## config.mk

```make
export PLATFORM = sky130hd
export DESIGN_NAME = cdr_loop_filter
export DESIGN_NICKNAME = d
export VERILOG_FILES = /design/src/rtl/cdr_loop_filter.sv
export SDC_FILE = /design/constraint.sdc
export NUM_CORES = 1
export LEC_CHECK = 0
export CAP_MARGIN = 40
export CORE_ASPECT_RATIO = 0.8
export CORE_MARGIN = 2
export CORE_UTILIZATION = 40
export CTS_CLUSTER_DIAMETER = 200
export DETAILED_ROUTE_END_ITERATION = 12
export SLEW_MARGIN = 20
export SYNTH_ARGS = -nofsm -noshare
export SYNTH_HDL_FRONTEND = slang
export SYNTH_SLANG_ARGS = --single-unit
```

## constraint.sdc

```tcl
create_clock -name i_clk -period 4.2 [get_ports i_clk]
set_input_delay 1.05 -clock i_clk [delete_from_list [all_inputs] [get_ports i_clk]]
set_output_delay 1.05 -clock i_clk [all_outputs]
set_load 0.01 [all_outputs]
```

## src/rtl/cdr_loop_filter.sv

```systemverilog
// Digital loop filter for the CDR. It integrates Alexander phase-detector votes
// and steps a modulo-N sampling-phase index when a vote threshold is crossed.
module cdr_loop_filter #(
    parameter int unsigned THRESH   = 8,
    parameter int unsigned ACC_W    = 5,
    parameter int unsigned HOLDOFF  = 4,
    parameter int unsigned LOCK_CNT = 32,
    parameter int unsigned N_PHASES = 16,
    parameter int unsigned PH_W     = 4
) (
    input  logic            i_clk,
    input  logic            i_rst,
    input  logic            i_enable,
    input  logic            i_pd_valid,
    input  logic            i_T,
    input  logic            i_E,
    output logic            o_up,
    output logic            o_dn,
    output logic [PH_W-1:0] o_phase_sel,
    output logic            o_lock
);

    localparam int unsigned HOLD_W = (HOLDOFF > 0) ? $clog2(HOLDOFF + 1) : 1;
    localparam int unsigned LOCK_W = $clog2(LOCK_CNT + 1);
    localparam int unsigned SUM_W  = ACC_W + 1;

    localparam logic signed [SUM_W-1:0]  THR_P    = SUM_W'(THRESH);
    localparam logic signed [SUM_W-1:0]  THR_N    = -THR_P;
    localparam logic        [HOLD_W-1:0] HOLD_INI = HOLD_W'(HOLDOFF);
    localparam logic        [LOCK_W-1:0] LOCK_MAX = LOCK_W'(LOCK_CNT);
    localparam logic        [PH_W-1:0]   PH_MAX   = PH_W'(N_PHASES - 1);

    typedef enum logic [1:0] {
        IDLE  = 2'd0,
        TRACK = 2'd1,
        HOLD  = 2'd2
    } state_t;

    state_t                    state;
    state_t                    state_next;
    logic signed [ACC_W-1:0]   acc;
    logic signed [ACC_W-1:0]   acc_next;
    logic signed [SUM_W-1:0]   acc_ext;
    logic signed [SUM_W-1:0]   vote;
    logic signed [SUM_W-1:0]   acc_sum;
    logic        [HOLD_W-1:0]  hold_cnt;
    logic        [HOLD_W-1:0]  hold_next;
    logic        [LOCK_W-1:0]  lock_cnt;
    logic        [LOCK_W-1:0]  lock_next;
    logic        [LOCK_W-1:0]  lock_sat;
    logic        [PH_W-1:0]    phase_next;
    logic        [PH_W-1:0]    phase_inc;
    logic        [PH_W-1:0]    phase_dec;
    logic                      up_next;
    logic                      dn_next;
    logic                      lock_out_next;

    // State and all registered outputs
    always_ff @(posedge i_clk or negedge i_rst) begin
        if (!i_rst) begin
            state       <= IDLE;
            acc         <= '0;
            hold_cnt    <= '0;
            lock_cnt    <= '0;
            o_up        <= 1'b0;
            o_dn        <= 1'b0;
            o_phase_sel <= '0;
            o_lock      <= 1'b0;
        end else begin
            state       <= state_next;
            acc         <= acc_next;
            hold_cnt    <= hold_next;
            lock_cnt    <= lock_next;
            o_up        <= up_next;
            o_dn        <= dn_next;
            o_phase_sel <= phase_next;
            o_lock      <= lock_out_next;
        end
    end

    // Next-state, vote integration, phase stepping and lock tracking
    always_comb begin
        state_next = state;
        acc_next   = acc;
        hold_next  = hold_cnt;
        lock_next  = lock_cnt;
        phase_next = o_phase_sel;
        up_next    = 1'b0;
        dn_next    = 1'b0;

        // Early = +1, late = -1, no transition = 0
        vote     = i_T ? (i_E ? SUM_W'(1) : -SUM_W'(1)) : '0;
        acc_ext  = {acc[ACC_W-1], acc};
        acc_sum  = acc_ext + vote;
        lock_sat = (lock_cnt == LOCK_MAX) ? lock_cnt : lock_cnt + LOCK_W'(1);

        phase_inc = (o_phase_sel == PH_MAX) ? '0 : o_phase_sel + PH_W'(1);
        phase_dec = (o_phase_sel == '0) ? PH_MAX : o_phase_sel - PH_W'(1);

        if (!i_enable) begin
            // Opening the loop drops any pending correction and all history
            state_next = IDLE;
            acc_next   = '0;
            hold_next  = '0;
            lock_next  = '0;
        end else begin
            case (state)
                IDLE: begin
                    acc_next   = '0;
                    state_next = TRACK;
                end
                TRACK: begin
                    if (i_pd_valid) begin
                        lock_next = lock_sat;
                        if (acc_sum >= THR_P) begin
                            up_next    = 1'b1;
                            phase_next = phase_inc;
                            acc_next   = '0;
                            lock_next  = '0;
                            hold_next  = HOLD_INI;
                            if (HOLDOFF > 0) state_next = HOLD;
                        end else if (acc_sum <= THR_N) begin
                            dn_next    = 1'b1;
                            phase_next = phase_dec;
                            acc_next   = '0;
                            lock_next  = '0;
                            hold_next  = HOLD_INI;
                            if (HOLDOFF > 0) state_next = HOLD;
                        end else begin
                            acc_next = acc_sum[ACC_W-1:0];
                        end
                    end
                end
                HOLD: begin
                    // Votes are discarded while the loop settles
                    if (i_pd_valid) begin
                        lock_next = lock_sat;
                        if (hold_cnt <= HOLD_W'(1)) begin
                            hold_next  = '0;
                            state_next = TRACK;
                        end else begin
                            hold_next = hold_cnt - HOLD_W'(1);
                        end
                    end
                end
                default: begin
                    state_next = IDLE;
                    acc_next   = '0;
                    hold_next  = '0;
                    lock_next  = '0;
                end
            endcase
        end

        lock_out_next = (lock_next == LOCK_MAX);
    end

endmodule

```

==> flow_summary_export.csv <==
group,metric,value,unit
outcome,status,"finished, final reports clean",
sta,timing.setup.tns,0,ns
clock_network,cts_tree,"done",
logic_synthesis,syn_area,0.00178,mm2
placement,routabilityCongestion,0.863,
die,core_area,0.00423,mm2
critical_path,cp-start-kind,"input pin",
logic_synthesis,ys.flop_type,"dfrtp_1",
die,die_area,0.00499,mm2
power,ir_drop,0.000180,V
critical_path,critPathArrivalTime,3.81,ns
critical_path,crit_start,"i_T",
sta,tightest_slew,0.717,ns
drt,wire_per_inst,13.4,um
final_layout,drive_above_1_share,0.0995,
critical_path,path_class,"input pin to flip-flop",
worst_hold_path,hp-start,"hold_cnt[0]",
die,ios,13,
final_layout,mostFrequentLayoutCell,"nand2_1",
drt,final_antenna_net_count,0,
placement,dpl.cell_count,274,
power,power.density,432,mW/mm2
logic_synthesis,ys_warn_count,0,
sta,fin_crit,3.65,ns
critical_path,endpoint_kind,"flip-flop",
logic_synthesis,async_reset_ff_frac,1.00,
drt,dr.pass1.iters,5,
clock_network,post_cts_buffers,0,
die,rows,21,
die,die_w,78.5,um
clock_network,postCtsHoldBufs,0,
clock_network,cts-htree-levels,1,
drt,viasPerCell,5.53,
logic_synthesis,ys_ff_latch,23,
sta,clock_skew,0.00747,ns
logic_synthesis,synth_edf_count,0,
global_route,grt_max_degree,14,
logic_synthesis,ys_seq_area_frac,0.324,
final_layout,final_cell_mix,"nand2_1, dfrtp_1, nor2_1, inv_1",
final_layout,final_cells,278,
power,p_leak,0.901,nW
drt,drtIter0Drc,103,
critical_path,crit_fanout,7,
worst_hold_path,min_path_type,"flip-flop to flip-flop",
clock_network,clockBufferDepth,2,
drt,drc,0,
logic_synthesis,syn-mean-instance-area,8.50,um2
final_layout,area_growth,12.6,%
sta,fmaxAchievable,274,MHz
logic_synthesis,syn_inst,209,
drt,wl,3730,um
final_layout,multi_input_area,0.00110,mm2
sta,slew_violations,0,
clock_network,ctsResizeCount,0,
logic_synthesis,syn-num-nets,227,
sta,slew_headroom,0.521,
clock_network,clk_pin_slew,0.09,ns
clock_network,clk_latency,0.26,ns
die,die_h,63.6,um
critical_path,crit_required,4.37,ns
global_route,antenna_found_initial,0,
logic_synthesis,ys_types,54,
placement,port_buffers,12,
sta,rsz0062_at_grt,"no",
clock_network,clock-sinks,23,
global_route,grt-ovfl-total,0,
flow_run,drv_cap,0,
power,power.total,865,uW
drt,num_vias,1537,
sta,final.period_utilization,0.868,
final_layout,antenna_cells,0,
sta,setup-violations-final,0,
global_route,grt_pass1_vias,1421,
final_layout,fill_cells,417,
critical_path,reg2reg_from,"acc[1]",
global_route,grt_usage,0.170,
clock_network,cts_buffers,3,
placement,dp_hpwl,2910,um
die,start_util,0.420,
final_layout,layout.nets,240,
clock_network,root_buffer,"clkbuf_8",
sta,hold_violations,0,
global_route,grt_pass1_wl,6790,um
final_layout,regArea,576,um2
==> report_power, final <==
group / internal, mW / switching, mW
logic: 0.183 / 0.238
registers: 0.257 / 0.0479
clock network: 0.0662 / 0.0722
total: 0.507 / 0.359
==> state kept, by name (all words and copies together), names as in the netlist <==
register and cells:
lock_cnt 6, acc 5, o_phase_sel 4, hold_cnt 3, state 2, o_dn 1, o_lock 1, o_up 1
==> cell families (layout without fill, tap and decap cells) <==
family	count (synthesis)	count (layout)	synth area share
simple gates	78	78	0.236
compound gates	65	65	0.257
flops	23	23	0.324
buf+inv	23	35	0.0542
fa+ha+maj	12	12	0.0845
xor+xnor	4	4	0.0197
mux	4	4	0.0246
==> cell usage after synthesis (all sizes together) (3+ instances only) <==
library cell / n / area (um2)
dfrtp: 23 / 576
a21oi: 11 / 62.6
xnor2: 4 / 35.0
o211ai: 5 / 37.5
or2: 3 / 21.3
nand2: 25 / 93.8
nand3: 4 / 20.0
ha: 12 / 150
mux2i: 4 / 43.8
inv: 18 / 67.6
a21o: 4 / 30.0
nor2b: 4 / 32.5
or3: 4 / 25.0
nor3: 4 / 30.0
and3: 3 / 20.0
nor2: 20 / 77.6
a22o: 4 / 35.0
buf: 3 / 21.3
o21ai: 11 / 55.1
o2111ai: 3 / 32.5
a31oi: 8 / 50.1
==> final timing paths <==
path | to | slack [ns] | cells past startpoint
setup / recovery | hold_cnt[1] | 0.55 | 11
hold / removal | hold_cnt[0] | 0.51 | 1
setup reg to reg | hold_cnt[1] | 1.55 | 10
hold reg to reg | hold_cnt[0] | 0.51 | 1
max in group asynchronous | lock_cnt[4] | 2.58 | 2
min in group asynchronous | o_phase_sel[1] | 1.13 | 1
==> routing by layer <==
metal  wire length [um]  up-vias  share of wire  global-route usage
li1                   -      784              -                   -
met1               1960      716           0.53               0.265
met2               1610       35           0.43               0.246
met3                133        2          0.036              0.0301
met4                 24        0         0.0064              0.0263
met5                  0        -              0                   0
==> cell type report <==
| class | count | area share |
|---|---|---|
| clock buffers | 3 | 0.0206 |
| clock inverters | 1 | 0.00250 |
| inverters | 18 | 0.0338 |
| multi-input cells | 163 | 0.552 |
| flip-flops and latches | 23 | 0.288 |
| well taps | 57 | 0.0356 |
| repair buffers | 13 | 0.0675 |
==> worst max-delay path: stages <==
cell and delay [ns]:
clkdlybuf4s50_1 0.55, ha_1 0.29, ha_1 0.34, nor2_1 0.08, mux2i_2 0.23, xnor2_1 0.12
o2111ai_2 0.27, a21oi_2 0.13, o21ba_1 0.23, or2_4 0.26, o31ai_1 0.26
==> stage by stage <==
stage	hold slack (ns)	setup WS [ns]	cell area [um2]	utilization
global route	0.524	0.286	2000	0.473
CTS	0.504	0.574	2000	0.473
global placement	0.498	0.379	1940	0.458
detailed placement	0.490	0.299	1950	0.462
floorplan	0.455	1.04	1780	-
finish	0.507	0.555	2000	0.473
(Power assumes the default switching activity.)
